**config.mk**
```make
export PLATFORM = sky130hd
export DESIGN_NAME = cic_comp_fir_decim
export DESIGN_NICKNAME = d
export VERILOG_FILES = /design/src/rtl/cic_comp_fir_decim.sv
export SDC_FILE = /design/constraint.sdc
export NUM_CORES = 2
export LEC_CHECK = 0
export CAP_MARGIN = 10
export CORE_MARGIN = 2
export CORE_UTILIZATION = 23
export CTS_CLUSTER_DIAMETER = 150
export DETAILED_ROUTE_END_ITERATION = 12
export HOLD_SLACK_MARGIN = 0.15
export PLACE_DENSITY = 0.44
export SETUP_SLACK_MARGIN = 0.15
export SYNTH_ARGS = -nofsm -noshare
export SYNTH_HDL_FRONTEND = slang
export SYNTH_SLANG_ARGS = --single-unit
```
**constraint.sdc**
```tcl
create_clock -name clk -period 8.9 [get_ports clk]
set_clock_uncertainty 0.2 [all_clocks]
set_input_delay 1.78 -clock clk [delete_from_list [all_inputs] [get_ports clk]]
set_output_delay 1.78 -clock clk [all_outputs]
set_load 0.02 [all_outputs]
```
**src/rtl/cic_comp_fir_decim.sv**
```systemverilog
// rtl/cic_comp_fir_decim.sv - time-serial CIC droop-compensation FIR with optional decimation by 2
module cic_comp_fir_decim #(
    parameter int DATA_WIDTH   = 15,
    parameter int COEF_WIDTH   = 16,
    parameter int COEF_FRAC    = 14,
    parameter int NTAPS        = 16,
    parameter int OUTPUT_WIDTH = 16,
    parameter int DECIM        = 2
) (
    input  logic                     clk,
    input  logic                     reset_n,
    input  logic                     in_valid,
    input  logic [DATA_WIDTH-1:0]    in_data,
    input  logic                     coef_we,
    input  logic [$clog2(NTAPS)-1:0] coef_addr,
    input  logic [COEF_WIDTH-1:0]    coef_data,
    input  logic                     overrun_clr,
    output logic                     out_valid,
    output logic [OUTPUT_WIDTH-1:0]  out_data,
    output logic                     busy,
    output logic                     overrun
);

    localparam int AB = $clog2(NTAPS);
    localparam int PW = DATA_WIDTH + COEF_WIDTH;
    localparam int AW = PW + AB;

    localparam logic signed [COEF_WIDTH-1:0] UNITY = COEF_WIDTH'(2 ** COEF_FRAC);
    localparam logic signed [AW:0] HALF    = (AW + 1)'(2 ** (COEF_FRAC - 1));
    localparam logic signed [AW:0] SAT_MAX = {{(AW + 2 - OUTPUT_WIDTH){1'b0}}, {(OUTPUT_WIDTH - 1){1'b1}}};
    localparam logic signed [AW:0] SAT_MIN = {{(AW + 2 - OUTPUT_WIDTH){1'b1}}, {(OUTPUT_WIDTH - 1){1'b0}}};
    localparam logic [AB-1:0] LAST = AB'(NTAPS - 1);

    typedef enum logic [1:0] {IDLE, MAC, ROUND} state_t;

    state_t                       state;
    logic signed [COEF_WIDTH-1:0] coef  [NTAPS];
    logic signed [DATA_WIDTH-1:0] dline [NTAPS];
    logic [AB-1:0]                wptr;
    logic [AB-1:0]                rptr;
    logic [AB-1:0]                tap;
    logic                         phase;
    logic signed [AW-1:0]         acc;
    logic signed [PW-1:0]         prod;
    logic signed [AW:0]           rsum;
    logic signed [AW:0]           rshift;
    logic signed [AW:0]           sat_val;
    logic [AB-1:0]                wptr_next;
    logic [AB-1:0]                rptr_prev;
    logic                         phase_wrap;
    logic                         accept;

    assign busy       = (state != IDLE);
    assign accept     = in_valid && (state == IDLE);
    assign phase_wrap = (DECIM == 1) ? 1'b1 : phase;
    assign wptr_next  = (wptr == LAST) ? '0 : wptr + 1'b1;
    assign rptr_prev  = (rptr == '0) ? LAST : rptr - 1'b1;
    assign prod       = coef[tap] * dline[rptr];

    // Round half toward +inf, arithmetic shift back to integer scale, then clamp to the output range
    always_comb begin
        rsum    = $signed({acc[AW-1], acc}) + HALF;
        rshift  = rsum >>> COEF_FRAC;
        sat_val = rshift;
        if (rshift > SAT_MAX) begin
            sat_val = SAT_MAX;
        end else if (rshift < SAT_MIN) begin
            sat_val = SAT_MIN;
        end
    end

    // Coefficient bank: writable only while idle so an in-flight MAC never sees a half-updated set
    always_ff @(posedge clk or negedge reset_n) begin
        if (!reset_n) begin
            for (int i = 0; i < NTAPS; i++) begin
                coef[i] <= (i == 0) ? UNITY : '0;
            end
        end else if (coef_we && (state == IDLE)) begin
            coef[coef_addr] <= coef_data;
        end
    end

    // Circular delay line: newest accepted sample lands at wptr
    always_ff @(posedge clk or negedge reset_n) begin
        if (!reset_n) begin
            for (int i = 0; i < NTAPS; i++) begin
                dline[i] <= '0;
            end
        end else if (accept) begin
            dline[wptr] <= in_data;
        end
    end

    // Sticky overrun: a drop in the same cycle as a clear keeps the flag set
    always_ff @(posedge clk or negedge reset_n) begin
        if (!reset_n) begin
            overrun <= 1'b0;
        end else if (in_valid && (state != IDLE)) begin
            overrun <= 1'b1;
        end else if (overrun_clr) begin
            overrun <= 1'b0;
        end
    end

    // Control FSM: accept/decimate in IDLE, one MAC per clock walking back from the newest sample, then round
    always_ff @(posedge clk or negedge reset_n) begin
        if (!reset_n) begin
            state     <= IDLE;
            wptr      <= '0;
            rptr      <= '0;
            tap       <= '0;
            phase     <= 1'b0;
            acc       <= '0;
            out_valid <= 1'b0;
            out_data  <= '0;
        end else begin
            out_valid <= 1'b0;
            case (state)
                IDLE: begin
                    if (in_valid) begin
                        wptr  <= wptr_next;
                        phase <= phase_wrap ? 1'b0 : 1'b1;
                        if (phase_wrap) begin
                            state <= MAC;
                            acc   <= '0;
                            tap   <= '0;
                            rptr  <= wptr;
                        end
                    end
                end
                MAC: begin
                    acc  <= acc + $signed({{AB{prod[PW-1]}}, prod});
                    tap  <= tap + 1'b1;
                    rptr <= rptr_prev;
                    if (tap == LAST) begin
                        state <= ROUND;
                    end
                end
                ROUND: begin
                    out_data  <= sat_val[OUTPUT_WIDTH-1:0];
                    out_valid <= 1'b1;
                    state     <= IDLE;
                end
                default: state <= IDLE;
            endcase
        end
    end

endmodule
```
==> run metrics <==
Routed Wire Length 96.9 mm; Worst Max-Slew Pin Slew between 0.8 and 0.9 ns; required time reported for the critical path endpoint 9.23 ns; Final Cycle Share 93.6%; Residual DRC 0; Routed met1 length 46.9 mm; Mean Syn Cell Area 12.7 um^2; number of global-route vias before repair 23000; post-layout worst setup margin 0.572 ns; stage delay of the slowest cell on the critical path 0.77 ns; gr usage total 12.4%; Distinct cells, synth slightly above 60; area of the core roughly 150000 um^2; global placement routability congestion 0.793; critical-path cell list buf_12 -> mux4_2 -> mux4_2 -> nand2_1 -> fa_1 -> fa_1 -> inv_1 -> fa_1 -> fa_1 -> fa_1 -> inv_1 -> fa_1 -> inv_1 -> ha_1 -> a21oi_1 -> nand2_1 -> o41ai_4 -> o22ai_2 -> o221ai_2 -> a21oi_1 -> or3_1 -> a32o_1; number of resized instances in the post-cts repair step 0; result of the run finished clean; max capacitance violation total 0; iteration-0 DRC count of the detailed router roughly 1000; Reg-to-Reg End acc[34]; DP HPWL 65.8 mm; share of the core filled with cells in the final layout 27.0%; number of H-tree branching levels 3; highest metal used met5; count of antenna-violating nets left after detailed routing 0; type of the most critical hold path flop to flop; sum of buffers and inverters on the critical path 4; vias 21300; proportion of synthesized flip-flops having asynchronous set or reset 100%; number of endpoints with negative hold slack in the final report 0; quantity of hold-fixing buffers added after cts 0; arrival time at the worst endpoint between 8 and 9 ns; synthesis-to-finish area growth 16.3%; Total Nets Final ~3300; number of buffer cells added on primary ports 58; later-pin clock latency in the skew report 0.67 ns; Mapped Nets 3265; post-synthesis adder-cell area fraction between 15 and 20%; top cell family by delay on the critical path adder cells; Crit Reg-Reg Startpoint rptr[1]; worst min-delay path endpoint out_data[15]; clock root cell sky130_fd_sc_hd__clkbuf_16; cell occurring most often along the worst timing path sky130_fd_sc_hd__fa_1; post-synthesis instance total between 2000 and 3000; total number of cells along the worst setup path 22; width of the die 399 um; share of the yosys chip area belonging to registers 39.3%; primary flip-flop cell chosen by synthesis mapping sky130_fd_sc_hd__dfrtp_1; crit end category flop; Compound-Gate Fraction of Synth Area 3.35%; vias per cell 4.26; post-synthesis share of cell area spent on and, or, nand and nor gates 6.20%; warning count from the yosys run 0; leftover overflow at the end of global routing 0; vertical die dimension between 300 and 400 um; multiplexer share of the synthesized area ~25%; boundary pin count a little under 60; Pre-Repair DR Iteration Count 6; post-synthesis instance area around 36000 um^2; final setup fails 0; pin count of the biggest net entering global routing 138; setup tns final 0 ns; starting density of the core a little under a quarter; CTS tree done; number of cells traversed by the worst register-to-register path 22; internal reg-to-reg setup slack 0.57 ns; largest family of logic cells by synthesized area multiplexers; share of post-route cells with drive strength above 1 between 20 and 30%; hold path startpoint out_data[15]; CTS clock-pin slew for the worst setup and hold paths 0.06 ns; Routed met2 length around 45 mm; wire length on met3 3.46 mm; global-route wire length before repair 150 mm; worst max-slew margin expressed relative to the limit about two fifths; overall die area 159000 um^2; CP Max Fanout 44; Setup crit start kind flop; worst slack at placement between 0.3 and 0.4 ns; Avg WL per Cell 19.4 um; max-slew violations 0; RSZ-0062 raised after global routing false; maximum clock insertion buffer count 3; CTS Buf Count 70; xor and xnor fraction of the mapped netlist area 1.24%; number of synthesized flops with an enable pin 0; cell depth of the worst hold path 1; fmax 0.120 GHz; master of the slowest instance on the critical path sky130_fd_sc_hd__dfrtp_2; start-to-end type of the worst setup path flop to flop; antenna violations before repair 9; number of synthesized register bits about 560; post-layout min period 8.33 ns; clk sinks between 500 and 600; Site Rows 144; total of fill cells in the finished design 16000
-- sequential cells by signal (all words and copies together) (netlist names) --
signal / count
coef: 256
dline: 240
acc: 35
out_data: 16
rptr: 4
tap: 4
wptr: 4
state: 2
out_valid: 1
overrun: 1
phase: 1
-- worst register-to-register path, delay by kind of cell, from the launching register on --
| family | cells | cell delay [ns] |
|---|---|---|
| AND/OR/NAND/NOR | 3 | 0.65 |
| flip-flops | 1 | 0.77 |
| buffers and inverters | 4 | 0.49 |
| adder cells (fa/ha/maj) | 7 | 3.39 |
| multiplexers | 2 | 1.12 |
| AO/OA/AOI/OAI | 6 | 1.57 |
-- what timing repair did --
action / in CTS / in global routing
setup buffers: 0 / 9
endpoints found under the setup margin: 0 / 5
hold endpoints to repair: 0 / 0
-- layer usage --
layer,vias up,GRT usage (%)
met1,11200,17.7
met3,109,2.03
met5,-,0
li1,9685,-
met2,297,19.7
met4,2,2.91
-- placed cells by master (no fill, tap or decap), types with 4 or more instances in the layout --
cell                              instances
sky130_fd_sc_hd__mux2_2                 497
sky130_fd_sc_hd__nand2b_1                12
sky130_fd_sc_hd__nand3_1                 28
sky130_fd_sc_hd__clkbuf_8                22
sky130_fd_sc_hd__o22a_1                  15
sky130_fd_sc_hd__dfrtp_1                559
sky130_fd_sc_hd__nand2_1                236
sky130_fd_sc_hd__inv_1                  362
sky130_fd_sc_hd__buf_12                   8
sky130_fd_sc_hd__nor2b_1                 55
sky130_fd_sc_hd__fa_1                   280
sky130_fd_sc_hd__a21oi_1                 36
sky130_fd_sc_hd__ha_1                   110
sky130_fd_sc_hd__clkbuf_16               70
sky130_fd_sc_hd__nor2_4                   6
sky130_fd_sc_hd__and2_1                  29
sky130_fd_sc_hd__buf_4                   82
sky130_fd_sc_hd__clkdlybuf4s50_1         57
sky130_fd_sc_hd__mux4_2                 148
sky130_fd_sc_hd__a32o_1                   4
sky130_fd_sc_hd__xnor2_1                 29
sky130_fd_sc_hd__and3_1                   5
sky130_fd_sc_hd__xor2_1                  22
sky130_fd_sc_hd__nor3_1                   8
sky130_fd_sc_hd__and4_1                   4
sky130_fd_sc_hd__nor2_1                  80
sky130_fd_sc_hd__o211ai_1                 4
sky130_fd_sc_hd__or3_1                    6
sky130_fd_sc_hd__clkinv_2                12
sky130_fd_sc_hd__a21o_1                  16
sky130_fd_sc_hd__a22o_1                   7
sky130_fd_sc_hd__o21bai_1                 5
sky130_fd_sc_hd__clkbuf_1                11
sky130_fd_sc_hd__nand4_1                  4
sky130_fd_sc_hd__o21ai_1                 10
sky130_fd_sc_hd__o21ai_0                 45
sky130_fd_sc_hd__clkinv_16                5
-- Yosys cell counts, types with 3 or more instances --
cell type                  count  share of area, %
sky130_fd_sc_hd__nand2_1     236               2.5
sky130_fd_sc_hd__a21oi_1      36              0.50
sky130_fd_sc_hd__dfrtp_1     563                39
sky130_fd_sc_hd__buf_1         9             0.094
sky130_fd_sc_hd__o21a_1        3             0.063
sky130_fd_sc_hd__o21ai_1       5             0.070
sky130_fd_sc_hd__xor2_1       22              0.54
sky130_fd_sc_hd__mux4_2      148               9.3
sky130_fd_sc_hd__nand4_1       4             0.070
sky130_fd_sc_hd__a21oi_2       3             0.073
sky130_fd_sc_hd__and4_1        4             0.098
sky130_fd_sc_hd__nor3_1        9              0.13
sky130_fd_sc_hd__nand3_1      29              0.40
sky130_fd_sc_hd__a22o_1        7              0.17
sky130_fd_sc_hd__a21o_1       16              0.33
sky130_fd_sc_hd__ha_1        110               3.8
sky130_fd_sc_hd__o211ai_1      4             0.084
sky130_fd_sc_hd__nor3b_1       3             0.063
sky130_fd_sc_hd__nand2b_1     12              0.21
sky130_fd_sc_hd__mux2_2      497                16
sky130_fd_sc_hd__xnor2_1      29              0.71
sky130_fd_sc_hd__buf_2        24              0.33
sky130_fd_sc_hd__and3_1        5             0.087
sky130_fd_sc_hd__and2_1       29              0.51
sky130_fd_sc_hd__nor2b_1      57              0.99
sky130_fd_sc_hd__fa_1        280                16
sky130_fd_sc_hd__o21ai_0      50              0.70
sky130_fd_sc_hd__o21bai_1      5              0.10
sky130_fd_sc_hd__inv_1       362               3.8
sky130_fd_sc_hd__or3_1         6              0.10
sky130_fd_sc_hd__a211oi_1      3             0.063
sky130_fd_sc_hd__a32o_1        4              0.11
sky130_fd_sc_hd__clkbuf_1    123               1.3
sky130_fd_sc_hd__nor2_1       86              0.90
sky130_fd_sc_hd__o22a_1       15              0.37
-- kinds of logic after synthesis --
logic type	Yosys count
multiplexers	645
flip-flops	564
buffers and inverters	521
AND/OR/NAND/NOR	488
adder cells (fa/ha/maj)	390
AO/OA/AOI/OAI	176
XOR/XNOR	51
-- layout make-up --
class | instances | area, um^2 | area share [%]
sequential | 564 | 14100 | 33.9
timing repair buffer | 149 | 1390 | 3.33
multi-input combinational | 1750 | 19900 | 47.6
clock inverter | 23 | 338 | 0.810
inverter | 364 | 1370 | 3.27
antenna | 1 | 2.50 | 0.00600
clock buffer | 103 | 2100 | 5.02
tap | 2044 | 2560 | 6.13
-- through the flow --
stage               std cells  area [um^2]  hold WS (ns)
floorplan                2835        35900         0.250
global placement         4862        39200         0.267
detailed placement       4862        39200         0.282
CTS                      4988        41600         0.294
global route             4997        41700         0.308
finish                   4998        41700         0.287
-- worst max path at each step --
stage / from / end
floorplan: tap[1] / acc[34]
global placement: tap[0] / acc[34]
detailed placement: tap[0] / acc[34]
CTS: rptr[0] / acc[34]
global route: tap[1] / acc[34]
finish: rptr[1] / acc[34]
Power is left out: the tool's default activity adds up to more than one toggle a clock period on the data nets, which glitch-free logic cannot reach.
